`config.mk`:
```
export PLATFORM = sky130hd
export DESIGN_NAME = rr_arbiter16_flat
export DESIGN_NICKNAME = d
export VERILOG_FILES = /design/src/rtl/rr_arbiter16_if.sv /design/src/rtl/rr_arbiter16.sv /design/src/flat_wrapper.sv
export SDC_FILE = /design/constraint.sdc
export NUM_CORES = 1
export LEC_CHECK = 0
export CORE_MARGIN = 5
export CORE_UTILIZATION = 27
export CTS_CLUSTER_SIZE = 24
export DETAILED_ROUTE_END_ITERATION = 6
export PLACE_DENSITY = 0.43
export SYNTH_ARGS = -nofsm -noshare
export SYNTH_HDL_FRONTEND = slang
export SYNTH_SLANG_ARGS = --single-unit
```
`constraint.sdc`:
```
create_clock -name clk -period 9.6 [get_ports clk]
set_input_delay 1.92 -clock clk [delete_from_list [all_inputs] [get_ports clk]]
set_output_delay 1.92 -clock clk [all_outputs]
set_load 0.1 [all_outputs]
```
`src/rtl/rr_arbiter16_if.sv`:
```
// Request/grant bundle between 16 requesters and the round-robin arbiter.
// master = requester side, slave = arbiter side.
interface rr_arbiter16_if #(
  parameter int unsigned CNT_W = 4
);
  logic [15:0]      req;
  logic [15:0]      gnt;
  logic [3:0]       gnt_idx;
  logic             gnt_valid;
  logic [CNT_W-1:0] hold_cnt;

  modport master (
    output req,
    input  gnt, gnt_idx, gnt_valid, hold_cnt
  );

  modport slave (
    input  req,
    output gnt, gnt_idx, gnt_valid, hold_cnt
  );
endinterface

```
`src/rtl/rr_arbiter16.sv`:
```
// 16-way round-robin arbiter with registered one-hot/encoded grant and a
// bounded hold time so a persistent owner cannot starve competitors.
module rr_arbiter16 #(
  parameter int unsigned HOLD_MAX = 8,
  parameter int unsigned CNT_W    = 4
) (
  input  logic         clk,
  input  logic         rst_n,
  rr_arbiter16_if.slave bus
);

  typedef enum logic {IDLE = 1'b0, GRANT = 1'b1} state_e;

  localparam logic [CNT_W-1:0] HOLD_LAST = CNT_W'(HOLD_MAX - 1);

  state_e           state_q, state_d;
  logic [15:0]      gnt_q, gnt_d;
  logic [3:0]       gnt_idx_q, gnt_idx_d;
  logic             gnt_valid_q, gnt_valid_d;
  logic [CNT_W-1:0] hold_cnt_q, hold_cnt_d;
  logic [3:0]       last_idx_q, last_idx_d;

  logic [15:0]      others;
  logic [4:0]       pick;

  // Returns {found, index}; later loop iterations override earlier ones, so
  // the candidate right after 'last' (offset 1) ends up with top priority.
  function automatic logic [4:0] rr_pick(input logic [15:0] r, input logic [3:0] last);
    logic [4:0] res;
    logic [3:0] cand;
    res = '0;
    for (int unsigned k = 0; k < 16; k++) begin
      cand = last + 4'(16 - k);
      if (r[cand]) res = {1'b1, cand};
    end
    return res;
  endfunction

  // The current owner is masked out, so one search serves idle arbitration,
  // handoff on release and forced rotation alike.
  assign others = bus.req & ~gnt_q;
  assign pick   = rr_pick(others, last_idx_q);

  always_comb begin
    state_d     = state_q;
    gnt_d       = gnt_q;
    gnt_idx_d   = gnt_idx_q;
    gnt_valid_d = gnt_valid_q;
    hold_cnt_d  = hold_cnt_q;
    last_idx_d  = last_idx_q;

    unique case (state_q)
      IDLE: begin
        if (pick[4]) begin
          state_d     = GRANT;
          gnt_idx_d   = pick[3:0];
          last_idx_d  = pick[3:0];
          gnt_d       = 16'(1) << pick[3:0];
          gnt_valid_d = 1'b1;
          hold_cnt_d  = '0;
        end
      end
      GRANT: begin
        if (!bus.req[gnt_idx_q] || (hold_cnt_q == HOLD_LAST)) begin
          if (pick[4]) begin
            gnt_idx_d   = pick[3:0];
            last_idx_d  = pick[3:0];
            gnt_d       = 16'(1) << pick[3:0];
            gnt_valid_d = 1'b1;
            hold_cnt_d  = '0;
          end else if (!bus.req[gnt_idx_q]) begin
            state_d     = IDLE;
            gnt_d       = '0;
            gnt_idx_d   = '0;
            gnt_valid_d = 1'b0;
            hold_cnt_d  = '0;
          end
        end else begin
          hold_cnt_d = hold_cnt_q + CNT_W'(1);
        end
      end
      default: state_d = IDLE;
    endcase
  end

  always_ff @(posedge clk or negedge rst_n) begin
    if (!rst_n) begin
      state_q     <= IDLE;
      gnt_q       <= '0;
      gnt_idx_q   <= '0;
      gnt_valid_q <= 1'b0;
      hold_cnt_q  <= '0;
      last_idx_q  <= 4'hF;
    end else begin
      state_q     <= state_d;
      gnt_q       <= gnt_d;
      gnt_idx_q   <= gnt_idx_d;
      gnt_valid_q <= gnt_valid_d;
      hold_cnt_q  <= hold_cnt_d;
      last_idx_q  <= last_idx_d;
    end
  end

  assign bus.gnt       = gnt_q;
  assign bus.gnt_idx   = gnt_idx_q;
  assign bus.gnt_valid = gnt_valid_q;
  assign bus.hold_cnt  = hold_cnt_q;

endmodule

```
`src/flat_wrapper.sv`:
```
// flat-port wrapper written by rule: the top's interface ports become plain ports
module rr_arbiter16_flat 
#(
  parameter int unsigned HOLD_MAX = 8,
  parameter int unsigned CNT_W    = 4
)
  (clk, rst_n, bus_req, bus_gnt, bus_gnt_idx, bus_gnt_valid, bus_hold_cnt);
  rr_arbiter16_if #(.CNT_W(CNT_W)) bus_i ();
  input  logic clk;
  input  logic rst_n;
  input wire logic [$bits(bus_i.req)-1:0] bus_req;
  output wire logic [$bits(bus_i.gnt)-1:0] bus_gnt;
  output wire logic [$bits(bus_i.gnt_idx)-1:0] bus_gnt_idx;
  output wire logic [$bits(bus_i.gnt_valid)-1:0] bus_gnt_valid;
  output wire logic [$bits(bus_i.hold_cnt)-1:0] bus_hold_cnt;
  assign bus_i.req = bus_req;
  assign bus_gnt = bus_i.gnt;
  assign bus_gnt_idx = bus_i.gnt_idx;
  assign bus_gnt_valid = bus_i.gnt_valid;
  assign bus_hold_cnt = bus_i.hold_cnt;
  rr_arbiter16 #(.HOLD_MAX(HOLD_MAX), .CNT_W(CNT_W)) u_core (.clk(clk), .rst_n(rst_n), .bus(bus_i));
endmodule
```
# After elaboration in Yosys (flattened, before gate mapping)
# Cells that the tools add are included.
# totals
ramBits,0
romBits,0
regBits,30
latchBits,0
out_inout_bits,25
n_memories,0
# classes
n_addsub,16
n_reduce_logical,4
div,0
mux,77
n_bitwise,3
n_eq_ne,5
order_cmp,17
shift,1
n_mul,0
# op_table
operator,count
$lt 4x5->1 const B,17
$mux 5,16
$bmux 1 s4,17
$mux 16,4
$mux 4,9
$add 4x4->4 const B,8
$pmux 16 s2,1
$mux 1,25
$pmux 4 s2,3
$add 4x3->4 const B,4
$and 16x16->16,1
$not 16->16,1
$shl 1x4->16 const A,1
$add 4x1->4 const B,2
$add 4x2->4 const B,2
$eq 4x3->1 const B,1
$ne 4x4->1 const B,1
$pmux 1 s2,2
$ne 3x3->1 const B,1
$reduce_and 3->1,1
$ne 2x1->1 const B,1
$ne 2x2->1 const B,1
$reduce_and 2->1,1
$logic_not 1->1,1
other kinds (2),2

# Longest topological paths before layout
# logic_depth
depth_word,24
mapped_depth,17
mapped_depth_nobuf,11

# Least setup slack after synthesis
# No wires, ideal clock.
# synth_timing
path_kind,input to register
from,in bus_req[12]
to,"reg u_core.gnt_q[2], in the netlist u_core.bus.gnt[2]"
setup_time_ns,0.110
arrival_time_ns,4.423
path_slack_ns,5.067
t_required_ns,9.490
path_stages,10
path_cell_list,nor2b_1 -> mux4_1 -> mux2i_4 -> mux2i_4 -> or3_1 -> or4_4 -> o31ai_1 -> buf_2 -> nand2_1 -> o41ai_1
# synth_via
elab_chain_len,23
word_cells_on_any_way,62
# synth_rtl
element,line,text
"start, declared",flat_wrapper.sv:11,input wire logic [$bits(bus_i.req)-1:0] bus_req;
$and 16x16->16,rr_arbiter16.sv:41,assign others = bus.req & ~gnt_q;
$bmux 1 s4,rr_arbiter16.sv:34,"if (r[cand]) res = {1'b1, cand};"
$mux 1 (not written as such),rr_arbiter16.sv:34,
$mux 5 (16 in series),rr_arbiter16.sv:34,
$shl 1x4->16,"rr_arbiter16.sv:58, rr_arbiter16.sv:68",
$mux 16,rr_arbiter16.sv:65,if (pick[4]) begin
$mux 16,rr_arbiter16.sv:64,if (!bus.req[gnt_idx_q] || (hold_cnt_q == HOLD_LAST)) begin
$pmux 16 s2,rr_arbiter16.sv:52,unique case (state_q)
"end signal, assigned",rr_arbiter16.sv:96,gnt_q <= gnt_d;
"end, declared",rr_arbiter16.sv:17,"logic [15:0] gnt_q, gnt_d;"
# Parallel ways exist; a longest one is shown, timed or not. The select of a mux whose other input is x is not followed.
# A chain may end at the register's enable or synchronous reset.

# Worst setup path in the final report
# layout_timing
from,in bus_req[7]
to,"reg u_core.gnt_q[1], in the netlist u_core.bus.gnt[1]"
# The elaborated chain is that of the path after synthesis.

==> out/summary.txt <==
Crit share post-route -> 59.70%
Clk slew on worst S/H paths -> 0.05 ns
CP Max Fanout -> 13
# DRC -> 0
Final setup viols -> 0
Fin util -> 32.28%
Minimum clock period -> 5.731 ns
Row count -> 46
Crit path arrival time -> 5.85 ns
Flops & latches, synth -> 30
Crit path cell chain -> clkdlybuf4s50_1, nand2b_1, mux2i_1, mux4_1, mux2i_1, nand4_1, or4_4, o21ai_1, or3_1, o41ai_1
Outcome -> complete, no violations
Core area -> 15940 um^2
Worst Hold Class -> flip-flop to flip-flop
Worst slew pin tran -> 1.013 ns
Initial Util -> 27.60%
Kind of critical path -> input pin to flip-flop
Post_cts resized -> 0
Crit end category -> flip-flop
Die width -> 137.7 um
Die area -> 18950 um^2
Initial antenna violation count -> 0
Area grow syn2layout -> 16.95%
# IOs -> 43
Clock sink count -> 30
WHS -> 0.5123 ns
R2r endpoint -> u_core.bus.gnt[1]$_DFFE_PN0P_
RSZ-0062 raised after global routing -> no
Max-slew violation count -> 0
Post-synth cell types -> 82
H-tree depth -> 2
Max_slew headroom -> 32.46%
CP startpoint kind -> input pin
Asr flop ratio synth -> 100.0%
Achievable Freq -> 174.5 MHz
Setup ws final -> 3.869 ns
Drt total wl -> 15890 um
Syn Inst Count -> 441
Worst EP required -> 9.72 ns
GRT Total Usage -> 17.47%
First-pass DRT Iterations -> 7
Seq/Total Area, Yosys -> 17.17%
Pre-CTS setup slack -> 3.584 ns
Gpl congestion -> 0.8832
Max_cap viols -> 0
Post-CTS Setup Inserts -> 0
Ys Warns -> 0
Min-Delay Endpoint -> u_core.bus.hold_cnt[3]$_DFFE_PN0P_
Final TNS setup -> 0 ns
Nets -> 495
R2r setup slk -> 4.10 ns
Most used DFF post-synth -> dfrtp_1
Worst hold path startpoint -> u_core.bus.hold_cnt[3]$_DFFE_PN0P_
Post-synth EDFFs -> 0
R2r startpoint -> u_core.last_idx_q[0]$_DFFE_PN1P_
Vias -> 4052
Worst reg-to-reg path cell count -> 12
Mean Syn Cell Area -> 9.978 um^2
Fin. Hold Viols -> 0
Post-DP HPWL -> 12070 um
Clock root buffer -> clkbuf_16
Top cell by count, worst path -> mux2i_1
CTS tree -> done
Pin count of the biggest net entering global routing -> 41
Syn_nets -> 467
N_diodes -> 0
Clock buffer depth -> 2
Clock Skews -> 0.008057 ns
FILL cells -> 1651
Vias/cell -> 5.907
Layout cells sized above 1 -> 20.64%
Skew-Pair Late Insertion Delay -> 0.28 ns
Netlist Area Pre-Place -> 4400 um^2
Congestion Overflow GR -> 0
1st-iter DRT viols -> 404
CP max stage delay -> 0.66 ns
Worst hold path depth -> 1
CTS Buf Count -> 5
CTS hold repair buffers -> 0
Port-buffer cells -> 42
Detail Route Antenna Nets -> 0
Die height -> 137.7 um
Vias in the first global route -> 4233
Routed length per placed instance -> 23.16 um
Slowest CP cell -> mux4_1
First-pass GRT wire length -> 25270 um
## synthesized netlist by cell type, types with 5 or more instances
master | instances | share of area (%)
nand2_1 | 45 | 3.8
mux4_2 | 39 | 20
mux2i_1 | 28 | 6.4
dfrtp_1 | 26 | 15
nand2b_1 | 18 | 2.6
nor2_1 | 17 | 1.5
nor2b_1 | 15 | 2.1
o21ai_0 | 15 | 1.7
o41ai_1 | 12 | 2.4
a21oi_1 | 11 | 1.3
buf_2 | 11 | 1.3
mux2_2 | 11 | 2.8
ha_1 | 8 | 2.3
and2_1 | 7 | 1.0
inv_1 | 6 | 0.51
nand4_1 | 6 | 0.85
o21a_1 | 6 | 1.0
xor2_1 | 6 | 1.2
a21boi_0 | 5 | 0.85
a21o_1 | 5 | 0.85
a22oi_1 | 5 | 0.85
a31oi_1 | 5 | 0.71
buf_4 | 5 | 0.85
clkbuf_1 | 5 | 0.43
nand3_1 | 5 | 0.57
o21ai_1 | 5 | 0.57
xnor2_1 | 5 | 1.0
## worst max path at each step
stage	from	endpoint	slack, ns
2_1_floorplan	bus_req[12]	u_core.bus.gnt[2]$_DFFE_PN0P_	5.07
3_3_place_gp	bus_req[7]	u_core.bus.gnt[1]$_DFFE_PN0P_	3.65
3_5_place_dp	bus_req[7]	u_core.bus.gnt[1]$_DFFE_PN0P_	3.58
4_1_cts	bus_req[7]	u_core.bus.gnt[1]$_DFFE_PN0P_	3.86
5_1_grt	bus_req[7]	u_core.bus.gnt[8]$_DFFE_PN0P_	3.57
6_report	bus_req[7]	u_core.bus.gnt[1]$_DFFE_PN0P_	3.87
## layout make-up
| type | count | area (um^2) | area share (%) |
|---|---|---|---|
| repair buffers | 49 | 473.0 | 9.190 |
| clock buffers | 5 | 125.1 | 2.431 |
| multi-input cells | 373 | 3445 | 66.93 |
| clock inverters | 3 | 40.04 | 0.7780 |
| well taps | 216 | 270.3 | 5.252 |
| inverters | 10 | 37.54 | 0.7294 |
| flip-flops and latches | 30 | 755.7 | 14.69 |
## routing by layer
layer,part of all wire (%),GRT usage (%)
met1,46,24.16
met2,47,28.52
met3,4.8,1.899
met4,2.4,5.599
met5,0,0
## cell families after synthesis
kind of cell / Yosys count / share of synthesized area, %
simple gates: 145 / 18.14
flops: 30 / 17.17
mux: 86 / 33.12
compound gates: 120 / 21.33
fa+ha+maj: 8 / 2.275
buf+inv: 38 / 4.663
xor+xnor: 14 / 3.298
## state kept, by name (all words and copies together), names as in the netlist
register and flops:
u_core.bus.gnt_idx 4, u_core.bus.gnt_valid 1, u_core.bus.gnt 16, u_core.last_idx_q 4
u_core.state_q 1, u_core.bus.hold_cnt 4
## worst max-delay path: cells and delay by family
family                 cells  cell delay, ns
AO/OA/AOI/OAI              2            0.73
AND/OR/NAND/NOR            4            1.54
multiplexers               3            1.17
buffers and inverters      1            0.49
## layout by cell type (no fill, tap or decap), types with 5 or more instances in the layout
cell type and instances:
mux2_2 11, a31oi_1 5, dfrtp_1 26, nand4_1 6
xor2_1 6, a21o_1 5, a21oi_1 11, nor2_1 17
clkdlybuf4s50_1 42, o21a_1 6, buf_4 7, o21ai_0 15
mux4_2 39, nand2_1 45, inv_1 6, nand2b_1 18
o41ai_1 12, o21ai_1 5, clkbuf_16 5, a22oi_1 5
nand3_1 5, nor2b_1 15, ha_1 8, and2_1 7
a21boi_0 5, xnor2_1 5, mux2i_1 28
## metrics by stage
step,instances,cell area (um^2)
after floorplan,441,4400
after global placement,678,4981
after detailed placement,678,4981
after CTS,686,5146
after global routing,686,5146
final,686,5146
Power is left out: the tool's default activity adds up to more than one toggle a clock period on the data nets, which glitch-free logic cannot reach.
